<file path="config.mk">
export PLATFORM = sky130hd
export DESIGN_NAME = regfile_wb_arbiter
export DESIGN_NICKNAME = d
export VERILOG_FILES = /design/src/rtl/regfile_wb_arbiter.sv
export SDC_FILE = /design/constraint.sdc
export NUM_CORES = 1
export LEC_CHECK = 0
export ABC_CLOCK_PERIOD_IN_PS = 3240
export CAP_MARGIN = 30
export CORE_MARGIN = 5
export CORE_UTILIZATION = 59
export DETAILED_ROUTE_END_ITERATION = 12
export DONT_BUFFER_PORTS = 1
export HOLD_SLACK_MARGIN = 0.06
export PLACE_DENSITY = 0.85
export RECOVER_POWER = 50
export SLEW_MARGIN = 20
export SYNTH_ARGS = -nofsm -noshare
export SYNTH_HDL_FRONTEND = slang
export SYNTH_SLANG_ARGS = --single-unit
</file>
<file path="constraint.sdc">
create_clock -name clk -period 3.24 [get_ports clk]
set_input_delay 0.324 -clock clk [delete_from_list [all_inputs] [get_ports clk]]
set_output_delay 0.324 -clock clk [all_outputs]
set_load 0.02 [all_outputs]
</file>
<file path="src/rtl/regfile_wb_arbiter.sv">
// Round-robin arbiter that shares the register file write port between NREQ
// writeback requesters, plus a pending-write scoreboard for RAW hazard lookup.
module regfile_wb_arbiter #(
  parameter int unsigned N     = 5,
  parameter int unsigned WIDTH = 32,
  parameter int unsigned NREQ  = 3
) (
  input  logic                  clk,
  input  logic                  rst,
  input  logic [NREQ-1:0]       req_valid,
  input  logic [NREQ*N-1:0]     req_rd,
  input  logic [NREQ*WIDTH-1:0] req_data,
  output logic [NREQ-1:0]       req_ready,
  output logic                  wenable,
  output logic [N-1:0]          reg_in,
  output logic [WIDTH-1:0]      din,
  input  logic                  issue_valid,
  input  logic [N-1:0]          issue_rd,
  input  logic [N-1:0]          a,
  input  logic [N-1:0]          b,
  output logic                  busy_a,
  output logic                  busy_b
);

  localparam int unsigned NREGS = 1 << N;
  localparam int unsigned PTR_W = (NREQ > 1) ? $clog2(NREQ) : 1;

  logic [PTR_W-1:0] rr_ptr_q, rr_ptr_d;
  logic             wenable_q, wenable_d;
  logic [N-1:0]     reg_in_q, reg_in_d;
  logic [WIDTH-1:0] din_q, din_d;
  logic [NREGS-1:0] busy_q, busy_d;

  logic [NREQ-1:0]  grant;
  logic             grant_any;
  logic [PTR_W-1:0] gnt_idx;
  logic [N-1:0]     sel_rd;
  logic [WIDTH-1:0] sel_data;

  // First valid requester at or after rr_ptr, wrapping modulo NREQ.
  always_comb begin : arb
    int unsigned j;
    grant     = '0;
    grant_any = 1'b0;
    gnt_idx   = '0;
    sel_rd    = '0;
    sel_data  = '0;
    j         = 0;
    for (int unsigned k = 0; k < NREQ; k++) begin
      j = (32'(rr_ptr_q) + k) % NREQ;
      if (!grant_any && req_valid[j]) begin
        grant_any = 1'b1;
        grant[j]  = 1'b1;
        gnt_idx   = PTR_W'(j);
        sel_rd    = req_rd[j*N +: N];
        sel_data  = req_data[j*WIDTH +: WIDTH];
      end
    end
  end

  always_comb begin : next_state
    rr_ptr_d  = rr_ptr_q;
    wenable_d = 1'b0;
    reg_in_d  = reg_in_q;
    din_d     = din_q;
    busy_d    = busy_q;
    if (grant_any) begin
      rr_ptr_d  = (gnt_idx == PTR_W'(NREQ - 1)) ? '0 : gnt_idx + PTR_W'(1);
      wenable_d = (sel_rd != '0);
      reg_in_d  = sel_rd;
      din_d     = sel_data;
    end
    if (wenable_q) begin
      busy_d[reg_in_q] = 1'b0;
    end
    // A newly allocated producer wins over the retiring write to the same rd.
    if (issue_valid && (issue_rd != '0)) begin
      busy_d[issue_rd] = 1'b1;
    end
    busy_d[0] = 1'b0;
  end

  always_ff @(posedge clk) begin
    if (rst) begin
      rr_ptr_q  <= '0;
      wenable_q <= 1'b0;
      reg_in_q  <= '0;
      din_q     <= '0;
      busy_q    <= '0;
    end else begin
      rr_ptr_q  <= rr_ptr_d;
      wenable_q <= wenable_d;
      reg_in_q  <= reg_in_d;
      din_q     <= din_d;
      busy_q    <= busy_d;
    end
  end

  assign req_ready = grant;
  assign wenable   = wenable_q;
  assign reg_in    = reg_in_q;
  assign din       = din_q;
  assign busy_a    = busy_q[a];
  assign busy_b    = busy_q[b];

endmodule

</file>
==> results.yml <==
clock_network:
  cts-root-buf: "clkbuf_16"
  post_cts_buffers: 0
  cts_made_buffers: 9
  clockBufferDepth: 2
  clock-sinks: 71
  insertion_delay_ns: 0.34
  clkTransAtPathRegs_ns: 0.06
  cts_tree: "built"
  h-tree-depth: 3
placed_design:
  placed_cells: 967
  dp_hpwl_um: 13400
  io_buffers: 0
  gp_congestion: 0.865
power_and_ir_drop:
  power_switching_uw: 3720
  leakage_uw: 0.00245
  p_per_area_mw_per_mm2: 1020
  p_seq_share_pct: 18.7
  p_sw_share_pct: 50.1
  worst_ir_drop_vdd_mv: 0.756
  clock_power_share_pct: 14.2
  power.internal_uw: 3710
  pwr-share-comb_pct: 67.1
  power_uw: 7430
floorplanning:
  ios: 175
  coreArea_mm2: 0.0113
  die_x_um: 117
  initial_core_util_pct: 59.9
  die_y_um: 117
  die_area_mm2: 0.0137
  rows: 39
logic_synthesis:
  synth_ff_type: "dfxtp_1"
  synth-edff-count: 0
  async_flop_share_pct: 0
  ys_seq_area_share_pct: 21.0
  netlist_instances: 876
  syn_nets: 1021
  ys_seq_elements: 71
  synth_area_mm2: 0.00678
  synth_cell_types: 56
  ys_warn_count: 0
  avgSynthCellArea_um2: 7.74
setup_path:
  worstSetupEndpointType: "register"
  critPathMaxFanout: 4
  worst_path_largest_cell_delay_ns: 0.42
  cp.required_ns: 3.48
  cpMaxStageDelayCell: "fa_1"
  crit_end: "wenable"
  worstSetupStartpointType: "register"
  r2r.worst_path.cells: 14
  critPathLaunch: "rr_ptr_q[0]"
  reg2reg_setup_slack_ns: 0.15
  worst_ep_arrival_time_ns: 3.33
  path_cells: "inv_1 > buf_4 > ha_4 > nor2b_1 > a21o_1 > ha_1 > inv_1 > fa_1 > xnor2_1 > xnor2_1 > nand2_1 > or3_1 > o211a_1 > a311oi_2"
  regToRegStartpoint: "rr_ptr_q[0]"
  worst-setup-path-type: "reg -> reg"
  r2r_end: "wenable"
drt:
  drc: 0
  ant_nets: 0
  vias: 6735
  vias_per_cell: 6.80
  drt_wl_total_um: 21100
  drt-initial-drc-count: 782
  wl_per_cell_um: 21.3
  dr.pass1.iters: 6
sta:
  hold_viol: 0
  worstMarginPinSlew_ns: 0.966
  clock_skew_ns: 0.00876
  post-route-min-period_ns: 3.09
  max_freq_mhz: 324
  finalCritPeriodShare_pct: 95.3
  fin_hold_ws_ns: 0.197
  setup_tns_ns: 0
  slew_viol_final: 0
  final-setup-viol-count: 0
  relSlewSlack_pct: 35.5
cells_and_area:
  multiInputGateArea_mm2: 0.00503
  fin_cells: 990
  fin_nets: 987
  postLayoutCoreUtil_pct: 64.3
  num_antenna_cells: 0
  layout_commonest_cell: "nand2_1"
  area_growth_pct: 7.40
  fillers: 963
  seq_area_mm2: 0.00142
  final_cell_mix: "nand2_1, mux2i_1, o21ai_0"
  drive_above_1_share_pct: 14.5
global_routing:
  grt_max_degree: 85
  grt_remaining_overflow: 0
  grt_usage_pct: 29.9
  grt_pass1_vias: 6526
  grt_pass1_wl_um: 32800
  antenna_found_initial: 0
run_status:
  status: "finished clean"
worst_hold_path:
  hold_class: "in -> reg"
run:
  drv_cap: 0
[state kept, by name (all words and copies together), names as in the netlist]
| name | cells |
|---|---|
| rr_ptr_q | 2 |
| reg_in | 5 |
| busy_q | 31 |
| din | 32 |
| wenable | 1 |
[kinds of logic (layout without fill, tap and decap cells)]
| family | Yosys count | in the layout | share of synthesized area [%] |
|---|---|---|---|
| buffers and inverters | 85 | 56 | 5.93 |
| adders and majority gates | 13 | 13 | 2.62 |
| DFF | 71 | 71 | 21.0 |
| xor gates and xnor gates | 4 | 4 | 0.517 |
| muxes | 145 | 145 | 26.0 |
| AOI/OAI and AO/OA | 280 | 280 | 25.5 |
| and+or+nand+nor | 278 | 278 | 18.5 |
[worst min-delay path by stage]
stage,start,endpoint,slack [ns],depth (start not counted)
6_report,issue_rd[4],busy_q[2],0.20,3
3_5_place_dp,rst,din[17],0.40,1
5_1_grt,issue_rd[4],busy_q[3],0.20,3
2_1_floorplan,busy_q[3],busy_q[3],0.46,2
4_1_cts,issue_rd[4],busy_q[2],0.18,3
3_3_place_gp,rst,din[15],0.40,1
[stage by stage]
| step | area (um^2) | setup WS [ns] |
|---|---|---|
| CTS | 7210 | 0.115 |
| finish | 7280 | 0.152 |
| floorplan | 6780 | 0.0551 |
| detailed placement | 6850 | 0.145 |
| global placement | 6850 | 0.187 |
| global route | 7280 | -0.0562 |
[layer usage]
metal  routed length (um)  vias up  GRT usage [%]
met4                  472        0           9.48
met1                 7980     3159           35.6
met5                    0        -              0
met3                 2490       46           9.72
met2                10200      415           51.0
li1                     -     3115              -
[cell type report]
class                           count  share of cell area [%]
Clock buffer                       10                    3.28
Clock inverter                      6                    1.05
Inverter                           11                   0.567
Multi-Input combinational cell    720                    69.1
Sequential cell                    71                    19.5
Tap cell                          143                    2.46
Timing Repair Buffer               29                    3.97
[cell usage after synthesis (7+ instances only)]
cell	n	area share (%)
nand3_1	9	0.66
ha_1	11	2.0
mux4_2	24	8.0
inv_1	9	0.50
o21ai_0	109	8.1
nor2_4	10	1.7
clkbuf_1	40	2.2
a221oi_1	25	3.2
nand2_1	148	8.2
a21oi_1	94	6.9
a21oi_2	10	1.3
mux2i_1	115	17
nand3b_1	7	0.78
dfxtp_1	71	21
buf_4	8	0.89
a221oi_2	10	2.2
buf_2	18	1.3
nor2_1	74	4.1
[power groups by stage]
stage	clock (uW)	sequential (uW)	combinational, uW
3_3_place_gp	0	1400	4680
3_5_place_dp	0	1400	4770
6_report	1060	1390	4990
2_1_floorplan	0	1320	3960
4_1_cts	1070	1390	4800
5_1_grt	1110	1410	5460
[critical path, delay by kind of cell, from the launching register on]
| kind | cells | cell delay (ns) |
|---|---|---|
| AO/OA/AOI/OAI | 3 | 0.61 |
| AND/OR/NAND/NOR | 3 | 0.56 |
| adder cells (fa/ha/maj) | 3 | 0.86 |
| flip-flops | 1 | 0.35 |
| buffers and inverters | 3 | 0.26 |
| XOR/XNOR | 2 | 0.33 |
[timing repair]
action | 4_1_cts | 5_1_grt
hold endpoints to repair | 46 | 0
hold buffers | 4 | 0
endpoints found under the setup margin | 0 | 8
resized for setup | 0 | 6
Power figures use the tool's default switching activity.
